--- src/rtl/pipe_ctrl_pkg.sv ---
// Shared encodings, control bundle and helpers for the pipelined control/hazard unit.
package pipe_ctrl_pkg;

    localparam int ALU_W = 6;
    localparam int RA_W  = 5;

    localparam logic [ALU_W-1:0] ALU_ADDU = 6'd0;
    localparam logic [ALU_W-1:0] ALU_SUBU = 6'd1;
    localparam logic [ALU_W-1:0] ALU_ADD  = 6'd2;
    localparam logic [ALU_W-1:0] ALU_AND  = 6'd3;
    localparam logic [ALU_W-1:0] ALU_OR   = 6'd4;
    localparam logic [ALU_W-1:0] ALU_SLT  = 6'd5;
    localparam logic [ALU_W-1:0] ALU_LUI  = 6'd6;

    localparam logic [5:0] OP_RTYPE = 6'b000000;
    localparam logic [5:0] OP_J     = 6'b000010;
    localparam logic [5:0] OP_JAL   = 6'b000011;
    localparam logic [5:0] OP_BEQ   = 6'b000100;
    localparam logic [5:0] OP_BNE   = 6'b000101;
    localparam logic [5:0] OP_ADDI  = 6'b001000;
    localparam logic [5:0] OP_ADDIU = 6'b001001;
    localparam logic [5:0] OP_ANDI  = 6'b001100;
    localparam logic [5:0] OP_ORI   = 6'b001101;
    localparam logic [5:0] OP_LUI   = 6'b001111;
    localparam logic [5:0] OP_LW    = 6'b100011;
    localparam logic [5:0] OP_SW    = 6'b101011;

    localparam logic [5:0] FN_JR   = 6'b001000;
    localparam logic [5:0] FN_ADD  = 6'b100000;
    localparam logic [5:0] FN_ADDU = 6'b100001;
    localparam logic [5:0] FN_SUBU = 6'b100011;
    localparam logic [5:0] FN_AND  = 6'b100100;
    localparam logic [5:0] FN_OR   = 6'b100101;
    localparam logic [5:0] FN_SLT  = 6'b101010;

    localparam logic [1:0] NPC_SEQ  = 2'b00;
    localparam logic [1:0] NPC_JUMP = 2'b01;
    localparam logic [1:0] NPC_JR   = 2'b10;
    localparam logic [1:0] NPC_BR   = 2'b11;

    localparam logic [1:0] WD_ALU  = 2'b00;
    localparam logic [1:0] WD_MEM  = 2'b01;
    localparam logic [1:0] WD_LINK = 2'b10;

    typedef struct packed {
        logic             reg_write;
        logic             mem_write;
        logic             is_load;
        logic             is_bne;
        logic             s_b;
        logic [1:0]       s_npc;
        logic [ALU_W-1:0] alu_ctrl;
        logic [1:0]       s_data_write;
        logic [RA_W-1:0]  waddr;
    } ctrl_t;

    localparam ctrl_t BUBBLE = '{
        reg_write:    1'b0,
        mem_write:    1'b0,
        is_load:      1'b0,
        is_bne:       1'b0,
        s_b:          1'b0,
        s_npc:        NPC_SEQ,
        alu_ctrl:     ALU_ADD,
        s_data_write: WD_ALU,
        waddr:        '0
    };

    // The younger producer (EX) wins over the older one (MEM).
    function automatic logic [1:0] fwd_sel(input logic [RA_W-1:0] src,
                                           input ctrl_t ex, input ctrl_t mem);
        if (ex.reg_write && ex.waddr == src)
            return 2'b01;
        if (mem.reg_write && mem.waddr == src)
            return 2'b10;
        return 2'b00;
    endfunction

    function automatic logic src_hit(input logic used, input logic [RA_W-1:0] src,
                                     input ctrl_t stage);
        return used && stage.reg_write && stage.waddr == src;
    endfunction

endpackage

--- src/rtl/pipe_ctrl_unit_ctrl_decode.sv ---
// Combinational ID-stage decoder: instruction word to control bundle and source usage.
module ctrl_decode
    import pipe_ctrl_pkg::*;
(
    input  logic [31:0] instr,
    output ctrl_t       ctrl,
    output logic        s_ext,
    output logic        use_rs,
    output logic        use_rt
);

    logic [5:0]      op;
    logic [5:0]      funct;
    logic [RA_W-1:0] rt;
    logic [RA_W-1:0] rd;
    logic            unused_bits;

    assign op          = instr[31:26];
    assign rt          = instr[20:16];
    assign rd          = instr[15:11];
    assign funct       = instr[5:0];
    assign unused_bits = ^{instr[25:21], instr[10:6]};

    always_comb begin
        ctrl   = BUBBLE;
        s_ext  = 1'b1;
        use_rs = 1'b0;
        use_rt = 1'b0;
        case (op)
            OP_RTYPE: begin
                ctrl.reg_write = 1'b1;
                ctrl.waddr     = rd;
                use_rs         = 1'b1;
                use_rt         = 1'b1;
                case (funct)
                    FN_ADDU: ctrl.alu_ctrl = ALU_ADDU;
                    FN_SUBU: ctrl.alu_ctrl = ALU_SUBU;
                    FN_ADD:  ctrl.alu_ctrl = ALU_ADD;
                    FN_AND:  ctrl.alu_ctrl = ALU_AND;
                    FN_OR:   ctrl.alu_ctrl = ALU_OR;
                    FN_SLT:  ctrl.alu_ctrl = ALU_SLT;
                    FN_JR: begin
                        ctrl.reg_write = 1'b0;
                        ctrl.waddr     = '0;
                        ctrl.s_npc     = NPC_JR;
                        use_rt         = 1'b0;
                    end
                    default: begin
                        ctrl   = BUBBLE;
                        use_rs = 1'b0;
                        use_rt = 1'b0;
                    end
                endcase
            end
            OP_ADDI, OP_ADDIU, OP_ANDI, OP_ORI, OP_LUI, OP_LW: begin
                ctrl.reg_write = 1'b1;
                ctrl.waddr     = rt;
                ctrl.s_b       = 1'b1;
                use_rs         = (op != OP_LUI);
                s_ext          = !(op == OP_ANDI || op == OP_ORI || op == OP_LUI);
                case (op)
                    OP_ADDI:  ctrl.alu_ctrl = ALU_ADD;
                    OP_ADDIU: ctrl.alu_ctrl = ALU_ADDU;
                    OP_ANDI:  ctrl.alu_ctrl = ALU_AND;
                    OP_ORI:   ctrl.alu_ctrl = ALU_OR;
                    OP_LUI:   ctrl.alu_ctrl = ALU_LUI;
                    default: begin
                        ctrl.alu_ctrl     = ALU_ADDU;
                        ctrl.is_load      = 1'b1;
                        ctrl.s_data_write = WD_MEM;
                    end
                endcase
            end
            OP_SW: begin
                ctrl.mem_write = 1'b1;
                ctrl.s_b       = 1'b1;
                ctrl.alu_ctrl  = ALU_ADDU;
                use_rs         = 1'b1;
                use_rt         = 1'b1;
            end
            OP_J: ctrl.s_npc = NPC_JUMP;
            OP_JAL: begin
                ctrl.s_npc        = NPC_JUMP;
                ctrl.reg_write    = 1'b1;
                ctrl.waddr        = 5'd31;
                ctrl.s_data_write = WD_LINK;
            end
            OP_BEQ, OP_BNE: begin
                ctrl.s_npc    = NPC_BR;
                ctrl.alu_ctrl = ALU_ADD;
                ctrl.is_bne   = (op == OP_BNE);
                use_rs        = 1'b1;
                use_rt        = 1'b1;
            end
            default: ;
        endcase
        // r0 is hardwired, so a write to it must never look like a producer.
        if (ctrl.waddr == '0)
            ctrl.reg_write = 1'b0;
    end

endmodule

--- src/rtl/pipe_ctrl_unit.sv ---
// Pipelined control and hazard unit: ID decode, ID/EX-EX/MEM-MEM/WB bundle registers,
// load-use / RAW stall, forwarding selects and EX-stage redirect with flush.
module pipe_ctrl_unit
    import pipe_ctrl_pkg::*;
#(
    parameter bit FWD_EN   = 1'b1,
    parameter int ALU_OP_W = 6,
    parameter int REG_AW   = 5
) (
    input  logic                clk,
    input  logic                reset,
    input  logic [31:0]         id_instr,
    input  logic                ex_cond,
    output logic                id_s_ext,
    output logic                stall,
    output logic                flush,
    output logic                ex_redirect,
    output logic [1:0]          ex_s_npc,
    output logic [ALU_OP_W-1:0] ex_alu_ctrl,
    output logic                ex_s_b,
    output logic [1:0]          ex_fwd_a,
    output logic [1:0]          ex_fwd_b,
    output logic                mem_write,
    output logic                wb_reg_write,
    output logic [1:0]          wb_s_data_write,
    output logic [REG_AW-1:0]   wb_waddr
);

    ctrl_t           id_ctrl;
    ctrl_t           ex_ctrl;
    ctrl_t           mem_ctrl;
    ctrl_t           wb_ctrl;
    logic            use_rs;
    logic            use_rt;
    logic [RA_W-1:0] rs;
    logic [RA_W-1:0] rt;
    logic [1:0]      fwd_a;
    logic [1:0]      fwd_b;
    logic [1:0]      fwd_a_q;
    logic [1:0]      fwd_b_q;
    logic            load_use;
    logic            raw_any;
    logic            branch_taken;
    logic            unused_ctrl;

    ctrl_decode u_decode (
        .instr  (id_instr),
        .ctrl   (id_ctrl),
        .s_ext  (id_s_ext),
        .use_rs (use_rs),
        .use_rt (use_rt)
    );

    assign rs = id_instr[25:21];
    assign rt = id_instr[20:16];

    always_comb begin
        fwd_a = 2'b00;
        fwd_b = 2'b00;
        if (FWD_EN) begin
            fwd_a = fwd_sel(rs, ex_ctrl, mem_ctrl);
            fwd_b = fwd_sel(rt, ex_ctrl, mem_ctrl);
        end
    end

    assign load_use = ex_ctrl.is_load && ex_ctrl.waddr != '0 &&
                      ((use_rs && ex_ctrl.waddr == rs) || (use_rt && ex_ctrl.waddr == rt));

    // Without forwarding the register file is read before WB writes it, so WB counts too.
    assign raw_any = src_hit(use_rs, rs, ex_ctrl)  || src_hit(use_rt, rt, ex_ctrl)  ||
                     src_hit(use_rs, rs, mem_ctrl) || src_hit(use_rt, rt, mem_ctrl) ||
                     src_hit(use_rs, rs, wb_ctrl)  || src_hit(use_rt, rt, wb_ctrl);

    assign branch_taken = ex_ctrl.is_bne ? ~ex_cond : ex_cond;
    assign ex_redirect  = (ex_ctrl.s_npc == NPC_JUMP) || (ex_ctrl.s_npc == NPC_JR) ||
                          (ex_ctrl.s_npc == NPC_BR && branch_taken);
    assign flush        = ex_redirect;
    assign stall        = (FWD_EN ? load_use : raw_any) && !ex_redirect;

    // Reset wins over stall/flush; stall and redirect both drop a bubble into ID/EX.
    always_ff @(posedge clk) begin
        if (!reset) begin
            ex_ctrl  <= BUBBLE;
            mem_ctrl <= BUBBLE;
            wb_ctrl  <= BUBBLE;
            fwd_a_q  <= 2'b00;
            fwd_b_q  <= 2'b00;
        end else begin
            if (stall || ex_redirect) begin
                ex_ctrl <= BUBBLE;
                fwd_a_q <= 2'b00;
                fwd_b_q <= 2'b00;
            end else begin
                ex_ctrl <= id_ctrl;
                fwd_a_q <= fwd_a;
                fwd_b_q <= fwd_b;
            end
            mem_ctrl <= ex_ctrl;
            wb_ctrl  <= mem_ctrl;
        end
    end

    assign ex_s_npc        = ex_ctrl.s_npc;
    assign ex_alu_ctrl     = ALU_OP_W'(ex_ctrl.alu_ctrl);
    assign ex_s_b          = ex_ctrl.s_b;
    assign ex_fwd_a        = fwd_a_q;
    assign ex_fwd_b        = fwd_b_q;
    assign mem_write       = mem_ctrl.mem_write;
    assign wb_reg_write    = wb_ctrl.reg_write;
    assign wb_s_data_write = wb_ctrl.s_data_write;
    assign wb_waddr        = REG_AW'(wb_ctrl.waddr);

    assign unused_ctrl = ^{wb_ctrl.mem_write, wb_ctrl.is_load, wb_ctrl.is_bne, wb_ctrl.s_b,
                           wb_ctrl.s_npc, wb_ctrl.alu_ctrl};

endmodule
--- config.mk ---
export PLATFORM = sky130hd
export DESIGN_NAME = pipe_ctrl_unit
export DESIGN_NICKNAME = d
export VERILOG_FILES = /design/src/rtl/pipe_ctrl_pkg.sv /design/src/rtl/pipe_ctrl_unit_ctrl_decode.sv /design/src/rtl/pipe_ctrl_unit.sv
export SDC_FILE = /design/constraint.sdc
export NUM_CORES = 1
export LEC_CHECK = 0
export ABC_AREA = 0
export BUFFER_PORTS_ARGS = -buffer_cell sky130_fd_sc_hd__buf_2
export CORE_MARGIN = 2
export CORE_UTILIZATION = 55
export CTS_CLUSTER_SIZE = 40
export DETAILED_ROUTE_END_ITERATION = 16
export PLACE_DENSITY = 0.95
export SETUP_SLACK_MARGIN = 0.05
export SYNTH_ARGS = -nofsm -noshare
export SYNTH_HDL_FRONTEND = slang
export SYNTH_SLANG_ARGS = --single-unit
--- constraint.sdc ---
create_clock -name clk -period 5.1 [get_ports clk]
set_input_delay 0.765 -clock clk [delete_from_list [all_inputs] [get_ports clk]]
set_output_delay 0.765 -clock clk [all_outputs]
set_load 0.05 [all_outputs]
==> results by group <==
Yosys
  – Ys flop type: dfxtp_1
  – Post-synthesis area per instance: 9.03 um^2
  – Ys async rst share: 0
  – Synthesized area: 1980 um^2
  – Sequential area share after synthesis: 0.385
  – Top post-synthesis cells by area: dfxtp_1, xnor2_1, nor3_1
  – Distinct cells, synth: 50
  – Synth Register Bits: 38
  – Largest area contributor in the netlist: dfxtp_1
  – Synth Warn #: 0
  – Post-synth EDFFs: 0
  – Post-synth top area share: 0.385
  – Synth Instances: 219

STA
  – Setup WS post-layout: 1.72 ns
  – Slew @ Worst Pin: 0.617 ns
  – Worst slew margin: 0.585
  – Clock skew: 0.00556 ns
  – Setup TNS: 0 ns
  – RSZ-0062 raised after global routing: no
  – Final Hold Vio Count: 0
  – Final setup viols: 0
  – Final Max Slew Viols: 0
  – Fin crit share: 0.663
  – Tmin final: 3.38 ns
  – FMAX: 296 MHz

Global routing
  – Vias in the first global route: 1,535
  – First-pass GRT wire length: 6.70 mm
  – Overall routing resource usage: 0.211
  – Largest net degree at the start of global routing: 21
  – Grt ovf: 0
  – Initial antenna violation count: 0

Detailed routing
  – ANT nets after route: 0
  – Post-DR wirelength/cell: 13.6 um
  – DR iter-0 viols: 74
  – Vias post-DR: 1,746
  – DRT Pass-1 Iters: 4
  – # DRC: 0
  – Post-DR vias/cell: 5.69
  – Routed wire length: 4.16 mm

Final layout
  – Number of fill cells: 272
  – Nets: 298
  – Share of layout cells above drive strength 1: 0.264
  – Inserted Diodes: 0
  – Area growth from synthesis to layout: 13.5%

Clock network
  – TritonCTS clock tree: yes
  – CTS Buffer Depth: 2
  – Clk root buf: clkbuf_4
  – CTS H-tree lvls: 2
  – Post-CTS Setup Bufs: 0
  – CTS Sinks: 38
  – Hold_buf cts: 0
  – Skew-Pair Late Insertion Delay: 0.34 ns
  – Clock-pin slew on the worst setup and hold paths: 0.09 ns
  – Post-cts gate resize count: 0
  – CTS Buf Count: 5

Worst hold path
  – Hold Startpoint: ex_ctrl[18]
  – Hold crit path type: reg2reg

Floorplan
  – Die width: 64.0 um
  – Row cnt: 21
  – Core area: 3390 um^2
  – Initial Util: 0.583
  – Die ar.: 4090 um^2
  – Ports: 61
  – Die Ht: 64.0 um

Pwr
  – Lkg Pwr: 0.927 nW
  – Worst vdd ir: 0.0905 mV
  – Power Density: 238 nW/um^2

Run
  – Maximum capacitance violations: 0

Worst setup path
  – Slowest cell delay on critical path: 0.54 ns
  – Worst Path Required: 4.34 ns
  – Critical path class: in2out
  – Critical Path Start: id_instr[27]
  – Worst setup SP type: primary input
  – CP cell instances: buf_2, nor4b_2, o311ai_2, nor4_1, o21ai_0, a21oi_1, buf_2
  – Crit path max-delay cell type: nor4b_2
  – Worst r2r src: ex_ctrl[1]
  – Cell mode on critical path: buf_2
  – CP Max Fanout: 13
  – CP Capture Type: output port
  – Critical Path AT: 2.62 ns

Outcome
  – Status: completed

Place
  – Port buffer count: 52
  – Final Wtd Congestion: 0.956
  – Hpwl dp: 3.23 mm
  – Placement Setup Slack: 1.76 ns
==> routing by layer <==
| metal | track usage | wire length, um | vias up |
|---|---|---|---|
| met1 | 0.258 | 1750 | 786 |
| li1 | - | - | 864 |
| met2 | 0.336 | 1950 | 81 |
| met4 | 0.125 | 143 | 0 |
| met5 | 0 | 0 | - |
| met3 | 0.0493 | 322 | 15 |
==> power by group <==
group	switching, mW	internal (mW)	total [mW]
Combinational	0.0535	0.0302	0.0838
Clock	0.0850	0.0621	0.147
Sequential	0.00268	0.300	0.303
==> placed cells by master, fill, tap and decap left out, types with 2 or more instances in the layout <==
cell / netlist / routed
buf_2: 4 / 52
dfxtp_1: 38 / 38
nor3_1: 22 / 22
and2_1: 17 / 17
nor2_1: 16 / 16
xnor2_1: 15 / 15
nand2_1: 12 / 12
xor2_1: 8 / 8
nor4_1: 8 / 8
nand3_1: 7 / 7
inv_1: 5 / 5
a221oi_1: 5 / 5
clkbuf_4: 0 / 5
o21ai_0: 4 / 4
a31oi_1: 3 / 3
conb_1: 1 / 3
a21oi_1: 2 / 2
nor3b_1: 2 / 2
nand4b_1: 2 / 2
nor4b_2: 2 / 2
nand2b_1: 2 / 2
nor4b_1: 2 / 2
and3_1: 2 / 2
==> kinds of logic (layout without fill, tap and decap cells) <==
logic type / after synthesis / after routing / share of synthesized area
multiplexers: 1 / 1 / 0.00506
adder cells (fa/ha/maj): 1 / 1 / 0.00633
buffers and inverters: 23 / 63 / 0.0652
XOR/XNOR: 23 / 23 / 0.102
other: 1 / 3 / 0.00190
AND/OR/NAND/NOR: 107 / 107 / 0.331
flip-flops: 38 / 38 / 0.385
AO/OA/AOI/OAI: 25 / 25 / 0.104
==> cell usage after synthesis (2+ instances only) <==
cell type,instances
nor4b_2,2
nor2_1,16
inv_1,5
nor4_1,8
a221oi_1,5
nand2b_1,2
nand2_1,12
nand4b_1,2
dfxtp_1,38
and2_1,17
a31oi_1,3
xnor2_1,15
nor3b_1,2
xor2_1,8
nor4b_1,2
and3_1,2
o21ai_0,4
buf_4,10
buf_2,4
clkbuf_1,4
nand3_1,7
a21oi_1,2
nor3_1,22
==> worst max-delay path: cells and delay by family <==
kind | cells | cell delay [ns]
simple gates | 2 | 0.84
buf+inv | 2 | 0.47
compound gates | 3 | 0.53
==> flip-flops by register name, indices dropped and copies added, names as in the netlist <==
signal	count
wb_waddr	5
mem_ctrl	8
wb_s_data_write	2
ex_fwd_a	2
mem_write	1
wb_reg_write	1
ex_s_b	1
ex_fwd_b	2
ex_s_npc	2
ex_alu_ctrl	3
ex_ctrl	11
==> path summary, 6_finish.rpt <==
| path | depth (start not counted) | slack (ns) | end |
|---|---|---|---|
| hold reg to reg | 1 | 0.44 | mem_write |
| setup reg to reg | 5 | 2.93 | ex_alu_ctrl[1] |
| setup / recovery | 7 | 1.72 | stall |
| hold / removal | 1 | 0.44 | mem_write |
==> area by class of cell <==
cell class	instances	area, um^2	share of cell area
multi-input combinational	160	1090	0.488
sequential	38	761	0.339
timing repair buffer	52	260	0.116
tap	46	57.6	0.0257
clock buffer	6	51.3	0.0229
inverter	5	18.8	0.00837
==> through the flow <==
step | power (mW) | cells | utilization | hold WS [ns] | instance area (um^2)
2_1_floorplan | 0.368 | 221 | - | 0.412 | 1980
3_3_place_gp | 0.390 | 301 | 0.647 | 0.413 | 2190
3_5_place_dp | 0.392 | 301 | 0.647 | 0.420 | 2190
4_1_cts | 0.540 | 307 | 0.662 | 0.443 | 2240
5_1_grt | 0.560 | 307 | 0.662 | 0.463 | 2240
6_report | 0.533 | 307 | 0.662 | 0.440 | 2240
Power figures use the tool's default switching activity.
